--- src/rtl/pixel_serializer_pkg.sv ---
// Shared defaults and types for the pixel serializer and its blink timer.
// The blink timer is kept generic so the cursor logic can reuse it.
package pixel_serializer_pkg;

  localparam int PIXELS_PER_CHAR_DEFAULT = 8;
  localparam int COLOR_WIDTH_DEFAULT     = 3;
  localparam int BLINK_FRAMES_DEFAULT    = 32;

  typedef enum logic {
    SHIFT_EMPTY = 1'b0,
    SHIFT_BUSY  = 1'b1
  } shift_state_t;

endpackage

--- src/rtl/pixel_serializer_blink_timer.sv ---
// Frame counter that toggles blink_phase every BLINK_FRAMES frame_start pulses.
// BLINK_FRAMES must be a power of two so the counter wraps on its own.
module blink_timer
  import pixel_serializer_pkg::*;
#(
  parameter int BLINK_FRAMES = BLINK_FRAMES_DEFAULT
) (
  input  logic clk,
  input  logic reset,
  input  logic frame_start,
  output logic blink_phase
);

  localparam int CW = $clog2(BLINK_FRAMES);

  logic [CW-1:0] frame_count;

  always_ff @(posedge clk or posedge reset) begin
    if (reset) begin
      frame_count <= '0;
      blink_phase <= 1'b0;
    end else if (frame_start) begin
      frame_count <= frame_count + CW'(1);
      if (frame_count == CW'(BLINK_FRAMES - 1)) begin
        blink_phase <= ~blink_phase;
      end
    end
  end

endmodule

--- src/rtl/pixel_serializer.sv ---
// Double-buffered character-row serializer: hold register feeds a shift register
// that emits one colour index per pixel_enable, with blink, conceal and blanking.
module pixel_serializer
  import pixel_serializer_pkg::*;
#(
  parameter int PIXELS_PER_CHAR = PIXELS_PER_CHAR_DEFAULT,
  parameter int COLOR_WIDTH     = COLOR_WIDTH_DEFAULT,
  parameter int BLINK_FRAMES    = BLINK_FRAMES_DEFAULT
) (
  input  logic                       clk,
  input  logic                       reset,
  input  logic                       pixel_enable,
  input  logic                       display_enable,
  input  logic                       frame_start,
  input  logic                       load_valid,
  output logic                       load_ready,
  input  logic [PIXELS_PER_CHAR-1:0] row_pixels,
  input  logic [COLOR_WIDTH-1:0]     foreground,
  input  logic [COLOR_WIDTH-1:0]     background,
  input  logic                       blink,
  input  logic                       conceal,
  output logic                       pixel_valid,
  output logic [COLOR_WIDTH-1:0]     pixel_color,
  output logic                       underrun
);

  localparam int IW = $clog2(PIXELS_PER_CHAR);
  localparam logic [IW-1:0] LAST_INDEX = IW'(PIXELS_PER_CHAR - 1);

  logic                       hold_full;
  logic [PIXELS_PER_CHAR-1:0] hold_pixels;
  logic [COLOR_WIDTH-1:0]     hold_fg;
  logic [COLOR_WIDTH-1:0]     hold_bg;
  logic                       hold_blink;
  logic                       hold_conceal;

  shift_state_t               state;
  shift_state_t               next_state;
  logic [IW-1:0]              index;
  logic [IW-1:0]              next_index;
  logic [PIXELS_PER_CHAR-1:0] shift_pixels;
  logic [COLOR_WIDTH-1:0]     shift_fg;
  logic [COLOR_WIDTH-1:0]     shift_bg;
  logic                       shift_blink;
  logic                       shift_conceal;

  logic                       take_hold;
  logic                       emit;
  logic                       emit_bit;
  logic [COLOR_WIDTH-1:0]     emit_fg;
  logic [COLOR_WIDTH-1:0]     emit_bg;
  logic                       emit_blink;
  logic                       emit_conceal;
  logic                       starving;
  logic                       blink_phase;
  logic                       load_fire;

  blink_timer #(
    .BLINK_FRAMES(BLINK_FRAMES)
  ) u_blink_timer (
    .clk         (clk),
    .reset       (reset),
    .frame_start (frame_start),
    .blink_phase (blink_phase)
  );

  // hold_full is a flop, so load_ready never depends combinationally on pixel_enable
  assign load_ready = ~hold_full;
  assign load_fire  = load_valid & ~hold_full;

  always_ff @(posedge clk or posedge reset) begin
    if (reset) begin
      hold_full    <= 1'b0;
      hold_pixels  <= '0;
      hold_fg      <= '0;
      hold_bg      <= '0;
      hold_blink   <= 1'b0;
      hold_conceal <= 1'b0;
    end else if (load_fire) begin
      hold_full    <= 1'b1;
      hold_pixels  <= row_pixels;
      hold_fg      <= foreground;
      hold_bg      <= background;
      hold_blink   <= blink;
      hold_conceal <= conceal;
    end else if (take_hold) begin
      hold_full    <= 1'b0;
    end
  end

  // An empty shifter fed from hold emits the hold row's first pixel in the same cycle
  always_comb begin
    next_state   = state;
    next_index   = index;
    take_hold    = 1'b0;
    emit         = 1'b0;
    emit_bit     = shift_pixels[index];
    emit_fg      = shift_fg;
    emit_bg      = shift_bg;
    emit_blink   = shift_blink;
    emit_conceal = shift_conceal;
    starving     = 1'b0;
    if (pixel_enable) begin
      case (state)
        SHIFT_BUSY: begin
          emit = 1'b1;
          if (index == '0) begin
            if (hold_full) begin
              take_hold  = 1'b1;
              next_index = LAST_INDEX;
            end else begin
              next_state = SHIFT_EMPTY;
            end
          end else begin
            next_index = index - 1'b1;
          end
        end
        SHIFT_EMPTY: begin
          if (hold_full) begin
            take_hold    = 1'b1;
            emit         = 1'b1;
            emit_bit     = hold_pixels[PIXELS_PER_CHAR-1];
            emit_fg      = hold_fg;
            emit_bg      = hold_bg;
            emit_blink   = hold_blink;
            emit_conceal = hold_conceal;
            next_state   = SHIFT_BUSY;
            next_index   = LAST_INDEX - 1'b1;
          end else begin
            starving = 1'b1;
          end
        end
        default: begin
          next_state = SHIFT_EMPTY;
        end
      endcase
    end
  end

  always_ff @(posedge clk or posedge reset) begin
    if (reset) begin
      state         <= SHIFT_EMPTY;
      index         <= '0;
      shift_pixels  <= '0;
      shift_fg      <= '0;
      shift_bg      <= '0;
      shift_blink   <= 1'b0;
      shift_conceal <= 1'b0;
    end else begin
      state <= next_state;
      index <= next_index;
      if (take_hold) begin
        shift_pixels  <= hold_pixels;
        shift_fg      <= hold_fg;
        shift_bg      <= hold_bg;
        shift_blink   <= hold_blink;
        shift_conceal <= hold_conceal;
      end
    end
  end

  // Blanking still lets the shifter advance; only the visible colour is forced to 0
  always_ff @(posedge clk or posedge reset) begin
    if (reset) begin
      pixel_valid <= 1'b0;
      pixel_color <= '0;
      underrun    <= 1'b0;
    end else begin
      pixel_valid <= pixel_enable & display_enable;
      underrun    <= starving & display_enable;
      if (pixel_enable) begin
        if (!display_enable || !emit) begin
          pixel_color <= '0;
        end else if (emit_conceal || (emit_blink && blink_phase)) begin
          pixel_color <= emit_bg;
        end else begin
          pixel_color <= emit_bit ? emit_fg : emit_bg;
        end
      end
    end
  end

endmodule

--- config.mk ---
export PLATFORM = sky130hd
export DESIGN_NAME = pixel_serializer
export DESIGN_NICKNAME = d
export VERILOG_FILES = /design/src/rtl/pixel_serializer_pkg.sv /design/src/rtl/pixel_serializer_blink_timer.sv /design/src/rtl/pixel_serializer.sv
export SDC_FILE = /design/constraint.sdc
export NUM_CORES = 1
export LEC_CHECK = 0
export CAP_MARGIN = 20
export CORE_MARGIN = 5
export CORE_UTILIZATION = 33
export DETAILED_ROUTE_END_ITERATION = 8
export GPL_TIMING_DRIVEN = 0
export MAX_ROUTING_LAYER = met4
export SYNTH_ARGS = -nofsm -noshare
export SYNTH_HDL_FRONTEND = slang
export SYNTH_SLANG_ARGS = --single-unit
export TNS_END_PERCENT = 1
--- constraint.sdc ---
create_clock -name clk -period 1.75 [get_ports clk]
set_input_delay 0.4375 -clock clk [delete_from_list [all_inputs] [get_ports clk]]
set_output_delay 0.4375 -clock clk [all_outputs]
set_load 0.01 [all_outputs]
==> metrics.md <==
| Metric | Value |
|---|---|
| Routability Congestion | around 0.76 |
| Setup Viol. Count Final | 4 |
| WP data arrival | 2.26 ns |
| Ant. Diodes | 0 |
| Num rows | 29 |
| Mapped Nets | 180 |
| Sink Count | 48 |
| Setup Skew | 0.00846 ns |
| Type of the worst setup path | reg2reg |
| Final WS setup | -0.279 ns |
| NetSw | between 1 and 1.5 mW |
| Initial Utilization | 33.6% |
| Inst Count DP | approximately 260 |
| Clock power share | 15.3% |
| Top_reg_cell synth | dfrtp_1 |
| CP cell instances | buf_6, mux2i_1, mux4_2, a221oi_4, mux2_4, o2bb2ai_2 |
| Actual slew at the worst max-slew pin | 0.556 ns |
| Vias in the first global route | between 1000 and 1500 |
| Seq cells post-synth | 48 |
| Worst-Skew Late Latency | between 0.2 and 0.3 ns |
| Int Power | 2.82 mW |
| Status | complete, but fails checks |
| Largest area contributor in the netlist | dfrtp_1 |
| Combinational Power Share | 36.7% |
| Final cell count without fillers | about 270 |
| P&R area growth vs syn | 24.1% |
| Crit path max-delay family | multiplexers |
| Gr usage total | about a tenth |
| EDFF count, synth | 0 |
| Hpwl dp | 2630 microns |
| Routed WL | 3690 microns |
| Worst setup SP type | flip-flop |
| CP endpoint kind | flip-flop |
| Worst-path clk slew | 0.09 ns |
| RSZ-0062 raised after global routing | true |
| Max_slew headroom | between 60% and 70% |
| Commonest non-fill, non-tap cell in the layout | dfrtp_1 |
| Yosys top cell area share | a little under three fifths |
| Layout cells sized above 1 | around a third |
| Peak supply drop | about 0.00084 V |
| I/O pins | 28 |
| Yosys warns | 0 |
| CTS Buf Count | 5 |
| WP buf/inv | 1 |
| IO buf count | 25 |
| Ys async rst share | between 90% and 100% |
| CTS tree | yes |
| Routed via count | 1243 |
| Layout Nets | 214 |
| Final period util | 116% |
| Peak Freq | around 490 MHz |
| Worst path required time | 1.98 ns |
| Drt pass-1 iters | 3 |
| First-pass GRT wire length | 6270 microns |
| Pin count of the biggest net entering global routing | 29 |
| Largest cells by area after synthesis | dfrtp_1 (57%), mux2_2 (19%), mux2i_1 (4.2%) |
| Register share of total power | between 40% and 50% |
| Mapped Area | 2120 sq um |
| Synth Area per Inst | 13.8 sq um |
| DR iter-0 viols | 34 |
| Sequential share of the synthesized area | a little under three fifths |
| Final slew viol count | 0 |
| Power Total | 4.07 mW |
| Delay of the slowest critical-path stage | 0.51 ns |
| Violated checks | setup timing |
| Post-Syn Instances | 154 |
| Maximum capacitance violations | 0 |
| Hold Crit Class | in2reg |
| Switching part of the total | 30.7% |
| Power per cell area | 1550 nW/um^2 |
| Routed len/inst | about 14 microns |
| Root buffer cell | clkbuf_8 |
| Core Region | between 6000 and 7000 sq um |
| Fin area | 2630 sq um |
| Clock period minus final worst setup slack | 2.03 ns |
| Slowest cell on crit path | mux4_2 |
| Die Ht | 90.2 microns |
| Synth unique cells | 35 |
| Die Span X | 90.2 microns |
| CTS Buffer Depth | 2 |
| Antenna-violating nets left | 0 |
| GRT overflow | 0 |
| Via-per-instance ratio | 4.69 |
| DRC viols | 0 |
| Maximum fanout along the worst path | 8 |
| Die area | 8130 sq um |
| Initial antenna violation count | 0 |
| H-tree lvl count | 2 |
| Most frequent cells in the layout | dfrtp_1 (48), mux2_2 (34), clkdlybuf4s50_1 (25), mux2i_1 (9) |
| Leakage | around 1.2 nW |
| Final Hold Fails | 0 |
| Placed instance area | about 2500 sq um |
[timing repair]
item	4_1_cts	5_1_grt
pin swaps	1	0
resized for setup	6	6
setup buffers	1	0
hold buffers	0	0
endpoints found under the setup margin	30	33
[final cells by class]
type                       count  area (sq um)
fill                         600          3680
sequential                    48          1200
tap                           77          96.3
multi-input combinational     92           897
inverter                       7          26.3
buffer                         7          52.6
timing repair buffer          27           278
clock inverter                 2          12.5
clock buffer                   5          68.8
[power by group through the flow]
stage | registers (mW) | clock network [mW] | logic [mW]
3_5_place_dp | 1.98 | 0 | 1.47
2_1_floorplan | 1.90 | 0 | 1.14
5_1_grt | 2.03 | 0.692 | 1.65
3_3_place_gp | 1.96 | 0 | 1.42
4_1_cts | 1.96 | 0.651 | 1.51
6_report | 1.95 | 0.623 | 1.49
[cell usage after synthesis, types with 2 or more instances]
master / count
dfrtp_1: 48
mux2_2: 35
mux2i_1: 9
inv_1: 7
nand2_1: 5
nor2_1: 5
ha_1: 4
a21oi_1: 3
clkbuf_1: 3
o21ai_0: 3
xnor2_1: 3
a31oi_1: 2
mux2_1: 2
nand2b_1: 2
nand3_1: 2
o2bb2ai_1: 2
[cells by family (layout without fill, tap and decap cells)]
group / count (synthesis) / after routing / share of synthesized area [%]
AND/OR/NAND/NOR: 21 / 21 / 5.37
flip-flops: 48 / 48 / 56.6
multiplexers: 47 / 47 / 25.0
AO/OA/AOI/OAI: 16 / 16 / 5.96
buffers and inverters: 14 / 48 / 3.07
adder cells (fa/ha/maj): 4 / 4 / 2.36
XOR/XNOR: 4 / 4 / 1.65
[worst paths after layout]
path / slack [ns] / endpoint / depth (start not counted) / from
max in group asynchronous: 0.77 / u_blink_timer.blink_phase / 3 / reset
min in group asynchronous: 0.47 / hold_pixels[7] / 2 / reset
worst min register to register: 0.47 / u_blink_timer.frame_count[3] / 1 / u_blink_timer.frame_count[3]
worst max register to register: -0.28 / pixel_color[2] / 6 / index[2]
worst min-delay path: 0.42 / index[0] / 2 / pixel_enable
worst max-delay path: -0.28 / pixel_color[2] / 6 / index[2]
[layer usage]
layer | routed length [microns] | global-route usage, % | part of all wire (%)
met2 | 1700 | 14.5 | 46
met3 | 140 | 2.34 | 3.8
met4 | 59 | 3.60 | 1.6
met1 | 1790 | 12.6 | 48
met5 | 0 | - | 0
[state kept, by name, indices dropped and copies added, names as in the netlist, 3 cells and up]
signal                     flops
shift_fg                       3
hold_pixels                    8
shift_pixels                   8
pixel_color                    3
hold_bg                        3
shift_bg                       3
hold_fg                        3
index                          3
u_blink_timer.frame_count      5
[through the flow]
step	utilization, %	worst slack (ns)	setup TNS, ns	hold WS (ns)
CTS	41.5	-0.281	-4.73	0.419
global placement	39.4	-0.851	-57.25	0.457
detailed placement	39.8	-0.815	-15.61	0.460
global route	41.7	-0.360	-1.69	0.422
floorplan	-	-0.140	-1.52	0.438
finish	41.7	-0.279	-0.927	0.422
[worst register-to-register path: stages, from the launching register on]
cell	delay, ns
dfrtp_1	0.38
buf_6	0.14
mux2i_1	0.12
mux4_2	0.51
a221oi_4	0.36
mux2_4	0.34
o2bb2ai_2	0.11
Power figures use the tool's default switching activity.
